$ cat config.mk
export PLATFORM = sky130hd
export DESIGN_NAME = i2s_initiator_sched
export DESIGN_NICKNAME = d
export VERILOG_FILES = /design/src/rtl/i2s_pkg.sv /design/src/rtl/i2s_sck_gen.sv /design/src/rtl/i2s_initiator_sched.sv
export SDC_FILE = /design/constraint.sdc
export NUM_CORES = 1
export LEC_CHECK = 0
export BUFFER_PORTS_ARGS = -buffer_cell sky130_fd_sc_hd__clkbuf_2
export CAP_MARGIN = 30
export CORE_ASPECT_RATIO = 0.5
export CORE_UTILIZATION = 62
export CTS_CLUSTER_DIAMETER = 40
export DETAILED_ROUTE_END_ITERATION = 10
export PLACE_DENSITY_LB_ADDON = 0.05
export SLEW_MARGIN = 0
export SYNTH_ARGS = -nofsm -noshare
export SYNTH_HDL_FRONTEND = slang
export SYNTH_SLANG_ARGS = --single-unit
$ cat constraint.sdc
create_clock -name clk -period 3.24 [get_ports clk]
set_input_delay 0.486 -clock clk [delete_from_list [all_inputs] [get_ports clk]]
set_output_delay 0.486 -clock clk [all_outputs]
set_load 0.05 [all_outputs]
$ cat src/rtl/i2s_pkg.sv
// rtl/i2s_pkg.sv - shared types and sizing helpers for the I2S initiator scheduler
package i2s_pkg;

  typedef enum logic [1:0] {
    IDLE = 2'd0,
    RUN  = 2'd1,
    STOP = 2'd2
  } sched_state_t;

  // Slot counter spans both channels of one frame.
  function automatic int slot_w(input int data_w);
    return $clog2(2 * data_w);
  endfunction

endpackage

$ cat src/rtl/i2s_sck_gen.sv
// rtl/i2s_sck_gen.sv - serial clock divider with edge strobes for the I2S scheduler
module i2s_sck_gen #(
  parameter int CLK_DIV = 2
) (
  input  logic clk,
  input  logic rst_n,
  input  logic run,
  output logic sck,
  output logic fall_stb,
  output logic rise_stb
);

  localparam int CW = (CLK_DIV > 1) ? $clog2(CLK_DIV) : 1;
  localparam logic [CW-1:0] CNT_LAST = CW'(CLK_DIV - 1);

  logic [CW-1:0] cnt_q, cnt_d;
  logic          sck_q, sck_d;
  logic          tick;

  // Strobes are high during the cycle whose closing edge flips sck, so the
  // scheduler can update sd/ws on exactly the edge that drops sck.
  always_comb begin
    tick  = run && (cnt_q == CNT_LAST);
    cnt_d = '0;
    sck_d = 1'b0;
    if (run) begin
      cnt_d = tick ? '0 : cnt_q + 1'b1;
      sck_d = tick ? !sck_q : sck_q;
    end
  end

  assign fall_stb = tick && sck_q;
  assign rise_stb = tick && !sck_q;
  assign sck      = sck_q;

  always_ff @(posedge clk) begin
    if (!rst_n) begin
      cnt_q <= '0;
      sck_q <= 1'b0;
    end else begin
      cnt_q <= cnt_d;
      sck_q <= sck_d;
    end
  end

endmodule

$ cat src/rtl/i2s_initiator_sched.sv
// rtl/i2s_initiator_sched.sv - I2S transmit frame scheduler, shadow buffer and per-lane serializer
module i2s_initiator_sched
  import i2s_pkg::*;
#(
  parameter int LANES   = 3,
  parameter int DATA_W  = 16,
  parameter int CLK_DIV = 2
) (
  input  logic                    clk,
  input  logic                    rst_n,
  input  logic                    enable,
  input  logic                    s_valid,
  output logic                    s_ready,
  input  logic [LANES*DATA_W-1:0] s_left,
  input  logic [LANES*DATA_W-1:0] s_right,
  output logic                    sck,
  output logic                    ws,
  output logic [LANES-1:0]        sd,
  output logic                    underrun,
  output logic                    busy
);

  localparam int FW = 2 * DATA_W;
  localparam int SW = slot_w(DATA_W);
  localparam logic [SW-1:0] SLOT_LAST = SW'(FW - 1);
  localparam logic [SW-1:0] WS_FIRST  = SW'(DATA_W - 1);
  localparam logic [SW-1:0] WS_LAST   = SW'(FW - 2);

  sched_state_t state_q, state_d;
  logic                          full_q, full_d;
  logic [LANES*DATA_W-1:0]       sh_left_q, sh_left_d;
  logic [LANES*DATA_W-1:0]       sh_right_q, sh_right_d;
  logic [LANES-1:0][FW-1:0]      shift_q, shift_d;
  logic [LANES-1:0][FW-1:0]      shadow_frame;
  logic [SW-1:0]                 slot_q, slot_d, slot_inc;
  logic                          ws_q, ws_d;
  logic                          underrun_q, underrun_d;
  logic                          busy_q, busy_d;
  logic                          hs, xfer;
  logic                          fall_stb, rise_unused;

  i2s_sck_gen #(
    .CLK_DIV (CLK_DIV)
  ) u_sck_gen (
    .clk      (clk),
    .rst_n    (rst_n),
    .run      (state_q != IDLE),
    .sck      (sck),
    .fall_stb (fall_stb),
    .rise_stb (rise_unused)
  );

  // Each lane's shift word is left sample over right sample; sd is its MSB.
  always_comb begin
    for (int i = 0; i < LANES; i++) begin
      shadow_frame[i] = {sh_left_q[i*DATA_W +: DATA_W], sh_right_q[i*DATA_W +: DATA_W]};
    end
  end

  always_comb begin
    hs         = s_valid && !full_q;
    xfer       = 1'b0;
    state_d    = state_q;
    slot_d     = slot_q;
    slot_inc   = slot_q + 1'b1;
    shift_d    = shift_q;
    ws_d       = ws_q;
    underrun_d = 1'b0;

    case (state_q)
      IDLE: begin
        if (enable && full_q) begin
          xfer    = 1'b1;
          state_d = RUN;
          slot_d  = '0;
          ws_d    = 1'b0;
          shift_d = shadow_frame;
        end
      end
      RUN, STOP: begin
        state_d = enable ? RUN : STOP;
        if (fall_stb) begin
          if (slot_q == SLOT_LAST) begin
            slot_d = '0;
            ws_d   = 1'b0;
            if (!enable) begin
              // Stopping: the frame just finished, so fall back to silence.
              state_d = IDLE;
              shift_d = '0;
            end else if (full_q) begin
              xfer    = 1'b1;
              shift_d = shadow_frame;
            end else begin
              shift_d    = '0;
              underrun_d = 1'b1;
            end
          end else begin
            slot_d = slot_inc;
            ws_d   = (slot_inc >= WS_FIRST) && (slot_inc <= WS_LAST);
            for (int i = 0; i < LANES; i++) begin
              shift_d[i] = {shift_q[i][FW-2:0], 1'b0};
            end
          end
        end
      end
      default: begin
        state_d = IDLE;
        shift_d = '0;
        ws_d    = 1'b0;
      end
    endcase

    full_d     = (full_q && !xfer) || hs;
    sh_left_d  = hs ? s_left  : sh_left_q;
    sh_right_d = hs ? s_right : sh_right_q;
    busy_d     = (state_d != IDLE);
  end

  always_ff @(posedge clk) begin
    if (!rst_n) begin
      state_q    <= IDLE;
      full_q     <= 1'b0;
      sh_left_q  <= '0;
      sh_right_q <= '0;
      shift_q    <= '0;
      slot_q     <= '0;
      ws_q       <= 1'b0;
      underrun_q <= 1'b0;
      busy_q     <= 1'b0;
    end else begin
      state_q    <= state_d;
      full_q     <= full_d;
      sh_left_q  <= sh_left_d;
      sh_right_q <= sh_right_d;
      shift_q    <= shift_d;
      slot_q     <= slot_d;
      ws_q       <= ws_d;
      underrun_q <= underrun_d;
      busy_q     <= busy_d;
    end
  end

  always_comb begin
    for (int i = 0; i < LANES; i++) begin
      sd[i] = shift_q[i][FW-1];
    end
  end

  assign s_ready  = !full_q;
  assign ws       = ws_q;
  assign underrun = underrun_q;
  assign busy     = busy_q;

endmodule

==> impl_results.md <==
- Status: finished, final reports clean
- Hold Buf Count CTS: 0
- FF-to-FF path depth: 8
- Post-synthesis simple-gate area fraction: 0.182
- Die area: 14600 µm²
- Area growth syn-to-layout: 13.8%
- Max-cap violations: 0
- Detailed Place HPWL: 10.9 mm
- Yosys reg bits: around 210
- Top sig layer: met4
- Max IR drop VDD: approximately 0.00033 V
- CTS max path bufs: 3
- CP max FO: 38
- Fillers: 1091
- Ant diodes: 0
- Latest clock arrival within the worst-skew pair: 0.49 ns
- Die width: 170 µm
- Final setup viols: 0
- Vias in the first global route: 6372
- Hold Violations, Final: 0
- R2r endpoint: shift_q[11]$_SDFFE_PN0P_
- Met2 WL: roughly 8 mm
- Die Span Y: 85.8 µm
- P per Cell Area: 652 nW/µm²
- Post-cts resize count: 0
- Post-Syn Nets: between 1000 and 1500
- Seq/Total Area, Yosys: 0.471
- RSZ-0062 raised after global routing: false
- Core area: about 14000 µm²
- Wl on met1: between 9 and 10 mm
- GRT overflow: 0
- Min Tclk post-route: 2.52 ns
- Initial DRT Pass Iterations: 8
- Number of flops mapped to enable cells by yosys: 0
- Number of max-slew violations in the final report: 0
- Reg clk slew, reported paths: 0.06 ns
- CTS tree: built
- Final antenna-violating net count: 0
- Layout cells sized above 1: 0.158
- HP Start: s_left[45]
- Post-synthesis cell type count: 42
- Overall Power: 0.00647 W
- Arrival time at the worst endpoint: 2.94 ns
- CTS root buffer: clkbuf_16
- Synth Area per Inst: roughly 9.1 µm²
- Worst setup SP type: flop
- Setup total negative slack: 0 ns
- Worst hold path depth: 3
- Worst Hold End: sh_left_q[45]$_SDFFE_PN0P_
- Post-Syn Area: about 8700 µm²
- PortBufs: 107
- Cts bufs inserted: 19
- Total number of vias: 6925
- DR DRC count: 0
- Worst-Margin Slew: between 0.8 and 0.9 ns
- Largest net degree at the start of global routing: 103
- Setup Fix Bufs, Post-CTS: 0
- Site Rows: 30
- Worst relative slew slack: 0.428
- Net count, final: 1115
- Post-Synth XOR/XNOR Area: 0.00101
- DRT Wirelength: 18.4 mm
- Htree depth: 1
- Vias per cell: 5.72
- RR Startpoint: slot_q[0]$_SDFFE_PN0P_
- Pleak: 3.75 nW
- Post-synthesis mux area share: 0.00230
- Max frequency: 0.397 GHz
- GRT Overall Usage: 0.257
- Final Skew: 0.00888 ns
- WP data required: 3.67 ns
- Flop-to-flop setup slack: between 0.7 and 0.8 ns
- Final GP Congestion: 0.820
- Synth warn: 0
- Critical Path End Type: flop
- Compound-Gate Fraction of Synth Area: 0.280
- Post-Synthesis Cells: approximately 960
- FFs w/ async S/R, synth: 0
- Synth Area in Adders: 0.0101
- Met3 Routed Length: 759 µm
- Largest family of logic cells by synthesized area: compound AO/OA/AOI/OAI gates
- Initial cell density of the core: 0.640
- IO Pins: between 100 and 150
- Final core occ: 0.728
- Synth Flop Type: dfxtp_1
- Worst hold-check path type: in2reg
- Critical path class: reg2reg
- Initial DRC count: 592
- Initial antenna violation count: 0
- Clk sinks: around 210
- Final Cycle Share: 0.777
- First-pass GRT wire length: between 30 and 40 mm
- Routed length per placed instance: 15.2 µm
==> metal layers <==
layer,global-route usage,vias to the layer above
li1,-,3465
met1,0.363,3260
met2,0.410,161
met3,0.0369,39
met4,0.0737,0
met5,0,-
==> kinds of logic after synthesis <==
family	after synthesis
and+or+nand+nor	334
AOI/OAI and AO/OA	311
DFF	205
buffers and inverters	97
adders and majority gates	7
muxes	2
xor gates and xnor gates	1
==> critical path: stages, from the launching register on <==
cell       delay (ns)
dfxtp_1          0.36
ha_1             0.28
and3_1           0.22
ha_1             0.24
and2b_4          0.64
buf_12           0.27
a22oi_1          0.11
o2bb2ai_1        0.16
and2_1           0.15
==> synthesized netlist by cell type, types with 4 or more instances <==
| cell type | n | area [µm²] |
|---|---|---|
| o21ai_0 | 9 | 45.0 |
| nand3_1 | 6 | 30.0 |
| dfxtp_1 | 205 | 4100 |
| clkbuf_1 | 39 | 146 |
| o2bb2ai_1 | 94 | 823 |
| a21boi_0 | 101 | 758 |
| nor2_1 | 5 | 18.8 |
| and2_1 | 94 | 588 |
| a22oi_1 | 93 | 698 |
| buf_4 | 6 | 45.0 |
| nor2b_1 | 8 | 50.1 |
| nand2_1 | 205 | 769 |
| buf_1 | 5 | 18.8 |
| o211ai_1 | 4 | 30.0 |
| buf_2 | 34 | 170 |
| ha_1 | 7 | 87.6 |
| buf_6 | 6 | 67.6 |
| inv_1 | 6 | 22.5 |
==> flip-flops by register name (all words and copies together) (netlist names) <==
| name | flops |
|---|---|
| state_q | 2 |
| u_sck_gen.cnt_q | 1 |
| busy | 1 |
| ws | 1 |
| shift_q | 93 |
| u_sck_gen.sck | 1 |
| sd | 3 |
| sh_left_q | 48 |
| underrun | 1 |
| full_q | 1 |
| sh_right_q | 48 |
| slot_q | 5 |
==> placed cells by master, fill, tap and decap left out, drive strengths merged, types with 6 or more instances in the layout <==
cell and count:
nand2 205, ha 7, inv 7, nand3 6, clkbuf 130, o21ai 9, a22oi 93, o2bb2ai 94
dfxtp 205, nor2b 8, buf 15, and2 94, a21boi 102
==> per-stage QoR <==
stage / setup slack (ns) / std cells / hold slack, ns / cell area [µm²]
finish: 0.724 / 1211 / 0.222 / 9920
global route: 0.537 / 1211 / 0.220 / 9920
CTS: 0.745 / 1211 / 0.215 / 9920
detailed placement: 0.759 / 1179 / 0.455 / 9290
global placement: 0.849 / 1178 / 0.450 / 9260
floorplan: 1.19 / 957 / 0.441 / 8710
==> power by group <==
part | total [W] | internal [W] | switching (W)
Clock | 0.00226 | 0.00133 | 0.000931
Sequential | 0.00278 | 0.00268 | 0.0000985
Combinational | 0.00143 | 0.000467 | 0.000959
Total | 0.00647 | 0.00448 | 0.00199
==> cell type report <==
cell class                      instances  area [µm²]  area share
Timing Repair Buffer                  121         738      0.0744
Sequential cell                       205        4100       0.414
Clock inverter                          8        97.6     0.00984
Inverter                                6        22.5     0.00227
Multi-Input combinational cell        655        4180       0.422
Clock buffer                           24         534      0.0539
Tap cell                              192         240      0.0242
==> worst max path at each step <==
stage	from	to	slack [ns]
4_1_cts	slot_q[0]$_SDFFE_PN0P_	shift_q[11]$_SDFFE_PN0P_	0.74
3_5_place_dp	slot_q[0]$_SDFFE_PN0P_	shift_q[11]$_SDFFE_PN0P_	0.76
2_1_floorplan	slot_q[0]$_SDFFE_PN0P_	shift_q[19]$_SDFFE_PN0P_	1.19
5_1_grt	slot_q[0]$_SDFFE_PN0P_	shift_q[11]$_SDFFE_PN0P_	0.54
6_report	slot_q[0]$_SDFFE_PN0P_	shift_q[11]$_SDFFE_PN0P_	0.72
3_3_place_gp	slot_q[0]$_SDFFE_PN0P_	sd[0]$_SDFFE_PN0P_	0.85
Power figures use the tool's default switching activity.
